$ cat src/rtl/i2c_byte_transceiver.sv
// Bit-level I2C master engine: shifts one word over open-drain SDA/SCL, then handles the ACK slot.
// Entered and left with SCL held low; START/STOP are issued by the sequencer above this block.
module i2c_byte_transceiver #(
    parameter int CLK_DIV         = 125,
    parameter int STRETCH_TIMEOUT = 50000,
    parameter int DATA_BITS       = 8
) (
    input  logic                 clock,
    input  logic                 reset,
    input  logic                 start,
    input  logic                 read_mode,
    input  logic [DATA_BITS-1:0] tx_data,
    input  logic                 ack_out,
    input  logic                 sda_in,
    input  logic                 scl_in,
    output logic                 sda_oe,
    output logic                 scl_oe,
    output logic                 busy,
    output logic                 done,
    output logic [DATA_BITS-1:0] rx_data,
    output logic                 nack,
    output logic                 timeout,
    output logic                 arb_lost
);
    localparam int IW = $clog2(DATA_BITS + 1);
    localparam int DW = $clog2(CLK_DIV + 1);
    localparam int SW = $clog2(STRETCH_TIMEOUT + 1);

    typedef enum logic [2:0] {
        ST_IDLE   = 3'd0,
        ST_LOW1   = 3'd1,
        ST_LOW2   = 3'd2,
        ST_RISE   = 3'd3,
        ST_HIGH   = 3'd4,
        ST_FINISH = 3'd5
    } state_t;

    state_t               state_q;
    logic [DW-1:0]        div_q;
    logic [SW-1:0]        stretch_q;
    logic [IW-1:0]        bit_idx_q;
    logic [DATA_BITS-1:0] tx_q;
    logic [DATA_BITS-1:0] rx_q;
    logic                 read_q;
    logic                 ack_out_q;
    logic                 sda_oe_q;
    logic                 scl_oe_q;
    logic                 busy_q;
    logic                 done_q;
    logic                 nack_q;
    logic                 timeout_q;
    logic                 arb_lost_q;

    logic                 div_last_d;
    logic [IW-1:0]        bit_idx_d;
    logic [DATA_BITS-1:0] tx_d;
    logic [DATA_BITS-1:0] rx_d;
    logic                 start_oe_d;
    logic                 next_oe_d;
    logic                 arb_d;

    // bit_idx == 0 is the ACK slot; ack_n = 0 means the master drives ACK (pulls SDA low)
    function automatic logic slot_oe(input logic rd, input logic ack_n, input logic bit_v,
                                     input logic ack_slot);
        logic oe;
        if (ack_slot) begin
            oe = rd ? ~ack_n : 1'b0;
        end else begin
            oe = rd ? 1'b0 : ~bit_v;
        end
        return oe;
    endfunction

    // Next-slot values and the arbitration test for the current write data bit
    always_comb begin
        div_last_d = (div_q == DW'(CLK_DIV - 1));
        bit_idx_d  = bit_idx_q - IW'(1);
        tx_d       = tx_q << 1;
        rx_d       = (rx_q << 1) | DATA_BITS'(sda_in);
        start_oe_d = slot_oe(read_mode, ack_out, tx_data[DATA_BITS-1], 1'b0);
        next_oe_d  = slot_oe(read_q, ack_out_q, tx_d[DATA_BITS-1], bit_idx_d == '0);
        arb_d      = ~read_q && (bit_idx_q != '0) && ~sda_oe_q && ~sda_in;
    end

    // Bit-slot sequencer with registered line enables and status
    always_ff @(posedge clock) begin
        if (reset) begin
            state_q    <= ST_IDLE;
            div_q      <= '0;
            stretch_q  <= '0;
            bit_idx_q  <= '0;
            tx_q       <= '0;
            rx_q       <= '0;
            read_q     <= 1'b0;
            ack_out_q  <= 1'b0;
            sda_oe_q   <= 1'b0;
            scl_oe_q   <= 1'b1;
            busy_q     <= 1'b0;
            done_q     <= 1'b0;
            nack_q     <= 1'b0;
            timeout_q  <= 1'b0;
            arb_lost_q <= 1'b0;
        end else begin
            done_q <= 1'b0;
            case (state_q)
                ST_IDLE: begin
                    scl_oe_q <= 1'b1;
                    if (start) begin
                        read_q     <= read_mode;
                        ack_out_q  <= ack_out;
                        tx_q       <= tx_data;
                        rx_q       <= '0;
                        bit_idx_q  <= IW'(DATA_BITS);
                        nack_q     <= 1'b0;
                        timeout_q  <= 1'b0;
                        arb_lost_q <= 1'b0;
                        sda_oe_q   <= start_oe_d;
                        busy_q     <= 1'b1;
                        div_q      <= '0;
                        state_q    <= ST_LOW1;
                    end
                end
                ST_LOW1: begin
                    if (div_last_d) begin
                        div_q   <= '0;
                        state_q <= ST_LOW2;
                    end else begin
                        div_q <= div_q + DW'(1);
                    end
                end
                ST_LOW2: begin
                    if (div_last_d) begin
                        div_q     <= '0;
                        stretch_q <= '0;
                        scl_oe_q  <= 1'b0;
                        state_q   <= ST_RISE;
                    end else begin
                        div_q <= div_q + DW'(1);
                    end
                end
                ST_RISE: begin
                    // timeout is evaluated here first, so it wins over arbitration
                    if (!scl_in) begin
                        if (stretch_q == SW'(STRETCH_TIMEOUT - 1)) begin
                            timeout_q <= 1'b1;
                            scl_oe_q  <= 1'b1;
                            sda_oe_q  <= 1'b0;
                            state_q   <= ST_FINISH;
                        end else begin
                            stretch_q <= stretch_q + SW'(1);
                        end
                    end else if (div_last_d) begin
                        div_q   <= '0;
                        state_q <= ST_HIGH;
                    end else begin
                        div_q <= div_q + DW'(1);
                    end
                end
                ST_HIGH: begin
                    if (div_q == '0 && arb_d) begin
                        arb_lost_q <= 1'b1;
                        sda_oe_q   <= 1'b0;
                        state_q    <= ST_FINISH;
                    end else begin
                        if (div_q == '0) begin
                            if (read_q && bit_idx_q != '0) begin
                                rx_q <= rx_d;
                            end
                            if (!read_q && bit_idx_q == '0) begin
                                nack_q <= sda_in;
                            end
                        end
                        if (div_last_d) begin
                            div_q    <= '0;
                            scl_oe_q <= 1'b1;
                            if (bit_idx_q == '0) begin
                                state_q <= ST_FINISH;
                            end else begin
                                bit_idx_q <= bit_idx_d;
                                tx_q      <= tx_d;
                                sda_oe_q  <= next_oe_d;
                                state_q   <= ST_LOW1;
                            end
                        end else begin
                            div_q <= div_q + DW'(1);
                        end
                    end
                end
                ST_FINISH: begin
                    scl_oe_q <= 1'b1;
                    sda_oe_q <= 1'b0;
                    done_q   <= 1'b1;
                    busy_q   <= 1'b0;
                    state_q  <= ST_IDLE;
                end
                default: begin
                    state_q <= ST_IDLE;
                end
            endcase
        end
    end

    assign sda_oe   = sda_oe_q;
    assign scl_oe   = scl_oe_q;
    assign busy     = busy_q;
    assign done     = done_q;
    assign rx_data  = rx_q;
    assign nack     = nack_q;
    assign timeout  = timeout_q;
    assign arb_lost = arb_lost_q;
endmodule
$ cat config.mk
export PLATFORM = sky130hd
export DESIGN_NAME = i2c_byte_transceiver
export DESIGN_NICKNAME = d
export VERILOG_FILES = /design/src/rtl/i2c_byte_transceiver.sv
export SDC_FILE = /design/constraint.sdc
export NUM_CORES = 1
export LEC_CHECK = 0
export ABC_AREA = 1
export BUFFER_PORTS_ARGS = -buffer_cell sky130_fd_sc_hd__clkbuf_2
export CAP_MARGIN = 20
export CORE_ASPECT_RATIO = 2
export CORE_MARGIN = 2
export CORE_UTILIZATION = 55
export DETAILED_ROUTE_END_ITERATION = 10
export GPL_TIMING_DRIVEN = 0
export PLACE_DENSITY = 0.78
export SYNTH_ARGS = -nofsm -noshare
export SYNTH_HDL_FRONTEND = slang
export SYNTH_SLANG_ARGS = --single-unit
$ cat constraint.sdc
create_clock -name clock -period 1.9 [get_ports clock]
set_input_delay 0.095 -clock clock [delete_from_list [all_inputs] [get_ports clock]]
set_output_delay 0.095 -clock clock [all_outputs]
set_load 0.01 [all_outputs]
==> impl_table.tex <==
\begin{tabular}{lr}
\hline
Metric & Value \\
\hline
\multicolumn{2}{l}{\textbf{Outcome}} \\
Outcome & finished with violations \\
Violations in the final reports & design-rule violations \\
\multicolumn{2}{l}{\textbf{Cells and area}} \\
Number of fill cells & approximately 550 \\
Final antenna diode count & 0 \\
Post-layout instance area & between 3000 and 4000 um2 \\
Layout-stage area growth over the synthesis result & 12.1\% \\
Total number of nets in the final design & a little under 600 \\
Commonest non-fill, non-tap cell in the layout & sky130\_fd\_sc\_hd\_\_nand2\_1 \\
Utilization after layout & between 60 and 70\% \\
Share of post-route cells with drive strength above 1 & 13.5\% \\
Commonest non-fill, non-tap cells in the layout & 145 x sky130\_fd\_sc\_hd\_\_nand2\_1, 94 x sky130\_fd\_sc\_hd\_\_nor2\_1, 58 x sky130\_fd\_sc\_hd\_\_inv\_1 \\
Final standard cell count with taps included and fillers excluded & 634 \\
\multicolumn{2}{l}{\textbf{Clock tree}} \\
Clock slew seen by the registers of the worst setup and hold paths & 0.07 ns \\
Clock insertion delay at the later pin of the skew report & 0.29 ns \\
Post-CTS Hold Fix Bufs & 0 \\
Clock buffer depth & 2 \\
Number of resized instances in the post-cts repair step & 0 \\
\# clock sinks & 54 \\
Num CTS Buffers & 5 \\
TritonCTS clock tree & done \\
Post-CTS Setup Bufs & 0 \\
Clock H-tree levels & 2 \\
Clk root buf & sky130\_fd\_sc\_hd\_\_clkbuf\_16 \\
\multicolumn{2}{l}{\textbf{Yosys}} \\
Area share of the largest cell type after synthesis & $\sim$33\% \\
Post-synthesis share of cell area spent on xor and xnor gates & 1.06\% \\
Yosys warnings & 0 \\
Async SR Flop Fraction & 0\% \\
Largest family of logic cells by synthesized area & simple AND/OR/NAND/NOR gates \\
Synth Net Count & between 500 and 600 \\
Number of library cell types mapped by synthesis & 32 \\
Register area share after synthesis & between 30\% and 40\% \\
Adder-cell share of the synthesized area & 1.89\% \\
Cells taking the most area after synthesis & sky130\_fd\_sc\_hd\_\_dfxtp\_1 33\%, sky130\_fd\_sc\_hd\_\_nand2\_1 16\%, sky130\_fd\_sc\_hd\_\_nor2\_1 11\% \\
Post-synthesis area per instance & around 6.2 um2 \\
Number of register bits inferred by synthesis & 54 \\
Multiplexer share of the synthesized area & 0\% \\
Simple-gate share of the synthesized area & about 41\% \\
Number of synthesized flops with an enable pin & 0 \\
Complex-gate fraction of the synthesized area & about an eighth \\
Area leader, netlist & sky130\_fd\_sc\_hd\_\_dfxtp\_1 \\
Commonest register cell after synthesis & sky130\_fd\_sc\_hd\_\_dfxtp\_1 \\
Netlist area before placement & 3310 um2 \\
Number of cells produced by synthesis & roughly 540 \\
\multicolumn{2}{l}{\textbf{Timing}} \\
Worst setup margin & between 0.1 and 0.15 ns \\
Fin crit share & 92.3\% \\
Setup violations, final & 0 \\
Highest achievable clock rate & between 500 and 600 MHz \\
Worst slew margin & roughly two thirds \\
Worst Skew & roughly 0.0046 ns \\
Number of pins exceeding their max-slew limit in the final report & 0 \\
Final hold vios & 0 \\
Least-Margin Pin Slew & around 0.51 ns \\
Min Clock Period, post-route & 1.75 ns \\
\multicolumn{2}{l}{\textbf{Setup path}} \\
Startpoint of the most critical register-to-register path & bit\_idx\_q[1] \\
Number of buffers and inverters on the critical path & 2 \\
Crit Path Category & reg2reg \\
Destination of the worst register-to-register timing path & state\_q[1] \\
Worst path arrival time & approximately 2 ns \\
CP endpoint kind & register \\
Worst R2R Setup Slack & about 0.15 ns \\
Cell Chain, Critical Path & inv\_1 > ha\_2 > nand2\_1 > nor2\_4 > nor2\_1 > nand3\_1 > buf\_6 > nand3\_1 > nand3b\_1 > nand2\_1 > nor2\_1 \\
Startpoint class of the critical path & register \\
Reg2Reg Depth & 11 \\
Family of cells with the greatest summed delay on the critical path & simple AND/OR/NAND/NOR gates \\
Critical path's slowest cell & sky130\_fd\_sc\_hd\_\_dfxtp\_1 \\
Critical path data required time & 2.13 ns \\
Worst stage delay on the critical path & $\sim$0.3 ns \\
Max Fanout on Critical Path & 10 \\
\multicolumn{2}{l}{\textbf{Floorplanning}} \\
Initial Util & roughly 56\% \\
Die Area & approximately 6700 um2 \\
Die W & 58.9 um \\
Die height & 114 um \\
Core ar. & 5910 um2 \\
Cell row count & 40 \\
Top Ports & 30 \\
\multicolumn{2}{l}{\textbf{Placement}} \\
Gp weighted congestion & roughly 0.94 \\
Number of buffers added on ports & 29 \\
\# placed instances & between 600 and 700 \\
DP Worst Slack & about 0.057 ns \\
Detailed Place HPWL & $\sim$5500 um \\
Placement Cell Area & roughly 3500 um2 \\
\multicolumn{2}{l}{\textbf{Drt}} \\
Number of DRC violations after detailed-routing iteration 0 & between 200 and 250 \\
Number of detailed-routing iterations run before antenna repair & 7 \\
Via count of the routed design & $\sim$3300 \\
Routed WL per cell & between 10 and 15 um \\
Via-to-Cell Ratio & between 5 and 6 \\
Final Routed Wirelength & about 7500 um \\
Final antenna-violating net count & 0 \\
Post-route DRC & 1 \\
\multicolumn{2}{l}{\textbf{Run}} \\
Max cap viols & 0 \\
\multicolumn{2}{l}{\textbf{Hold path}} \\
Startpoint of the lowest-slack hold path & ack\_out \\
Worst-case hold path end point & ack\_out\_q \\
Type of the worst min-delay path & in2reg \\
Worst Hold Path Cells & 3 \\
\multicolumn{2}{l}{\textbf{GRT}} \\
Largest net degree at the start of global routing & 16 \\
Met3 layer usage reported by global route & $\sim$4\% \\
Remaining Overflow, GRT & 0 \\
Global routing usage on met1 & around a third \\
Gr busiest metal & met2 \\
Antenna violations before repair & 0 \\
Wire length of the first global-routing pass & roughly 13000 um \\
Met2 usage & 37.9\% \\
Overall fraction of global-route tracks in use & a little under a quarter \\
Via count of the first global-routing pass & about 3000 \\
\multicolumn{2}{l}{\textbf{Power and ir drop}} \\
Total power divided by cell area & around 1500 nW/um2 \\
Peak supply drop & roughly 0.0011 V \\
LEAKAGE & approximately 1.6 nW \\
\hline
\end{tabular}
Yosys cell counts, types with 2 or more instances:
library cell and n:
sky130_fd_sc_hd__a21oi_1 40, sky130_fd_sc_hd__a21oi_2 2, sky130_fd_sc_hd__buf_2 3, sky130_fd_sc_hd__buf_4 2
sky130_fd_sc_hd__buf_6 4, sky130_fd_sc_hd__clkbuf_1 6, sky130_fd_sc_hd__dfxtp_1 54, sky130_fd_sc_hd__ha_1 5
sky130_fd_sc_hd__inv_1 59, sky130_fd_sc_hd__inv_2 3, sky130_fd_sc_hd__nand2_1 145, sky130_fd_sc_hd__nand2_2 4
sky130_fd_sc_hd__nand2_4 3, sky130_fd_sc_hd__nand3_1 33, sky130_fd_sc_hd__nand3b_1 3, sky130_fd_sc_hd__nand4_1 13
sky130_fd_sc_hd__nor2_1 95, sky130_fd_sc_hd__nor2_2 5, sky130_fd_sc_hd__nor2_4 2, sky130_fd_sc_hd__nor3_1 4
sky130_fd_sc_hd__o21ai_0 34, sky130_fd_sc_hd__o21bai_1 4, sky130_fd_sc_hd__xnor2_1 2, sky130_fd_sc_hd__xor2_1 2
tightest hold or removal path: stages:
cell and delay [ns]:
sky130_fd_sc_hd__clkbuf_2 0.08, sky130_fd_sc_hd__o21ai_0 0.08, sky130_fd_sc_hd__a21oi_1 0.10
logic make-up after synthesis:
kind of cell               count (synthesis)
buffers and inverters                     79
and+or+nand+nor                          312
adders and majority gates                  5
xor gates and xnor gates                   4
DFF                                       54
AOI/OAI and AO/OA                         81
cell type report:
cell class,count,area [um2],share of cell area [%]
flip-flops and latches,54,1080,29.2
clock inverters,2,10.0,0.270
repair buffers,29,145,3.91
plain buffers,16,101,2.73
well taps,63,78.8,2.12
inverters,63,241,6.50
multi-input cells,402,1930,51.9
clock buffers,5,125,3.37
where the power goes:
| part | internal, W | switching [W] |
|---|---|---|
| Sequential | 0.00146 | 0.000172 |
| Combinational | 0.00103 | 0.00195 |
| Clock | 0.000476 | 0.000387 |
how the worst max path moves through the flow:
stage,startpoint,end,slack (ns),cells past startpoint
2_1_floorplan,bit_idx_q[0],rx_data[2],0.26,10
3_5_place_dp,stretch_q[0],stretch_q[10],0.06,10
6_report,bit_idx_q[1],state_q[1],0.15,11
4_1_cts,bit_idx_q[0],rx_data[3],0.02,10
3_3_place_gp,bit_idx_q[0],rx_data[3],0.06,10
5_1_grt,bit_idx_q[1],rx_data[6],-0.009,11
through the flow:
step / total power, W / TNS (ns) / hold WS [ns]
3_3_place_gp: 0.00447 / 0 / 0.389
6_report: 0.00547 / 0 / 0.109
3_5_place_dp: 0.00450 / 0 / 0.400
4_1_cts: 0.00538 / 0 / 0.0970
5_1_grt: 0.00599 / -0.00889 / 0.141
2_1_floorplan: 0.00385 / 0 / 0.288
state kept, by name, indices dropped and copies added (netlist names), 3 cells and up:
signal and cells:
div_q 7, state_q 3, rx_data 8, bit_idx_q 4, stretch_q 16, tx_q 7
per-layer routing:
layer  share of wire (%)  wire, um  up-vias
met3                 3.9       291       14
met4                 1.7       125        0
li1                    -         -     1763
met2                  47      3560       78
met1                  47      3550     1476
met5                   0         0        -
Power figures use the tool's default switching activity.
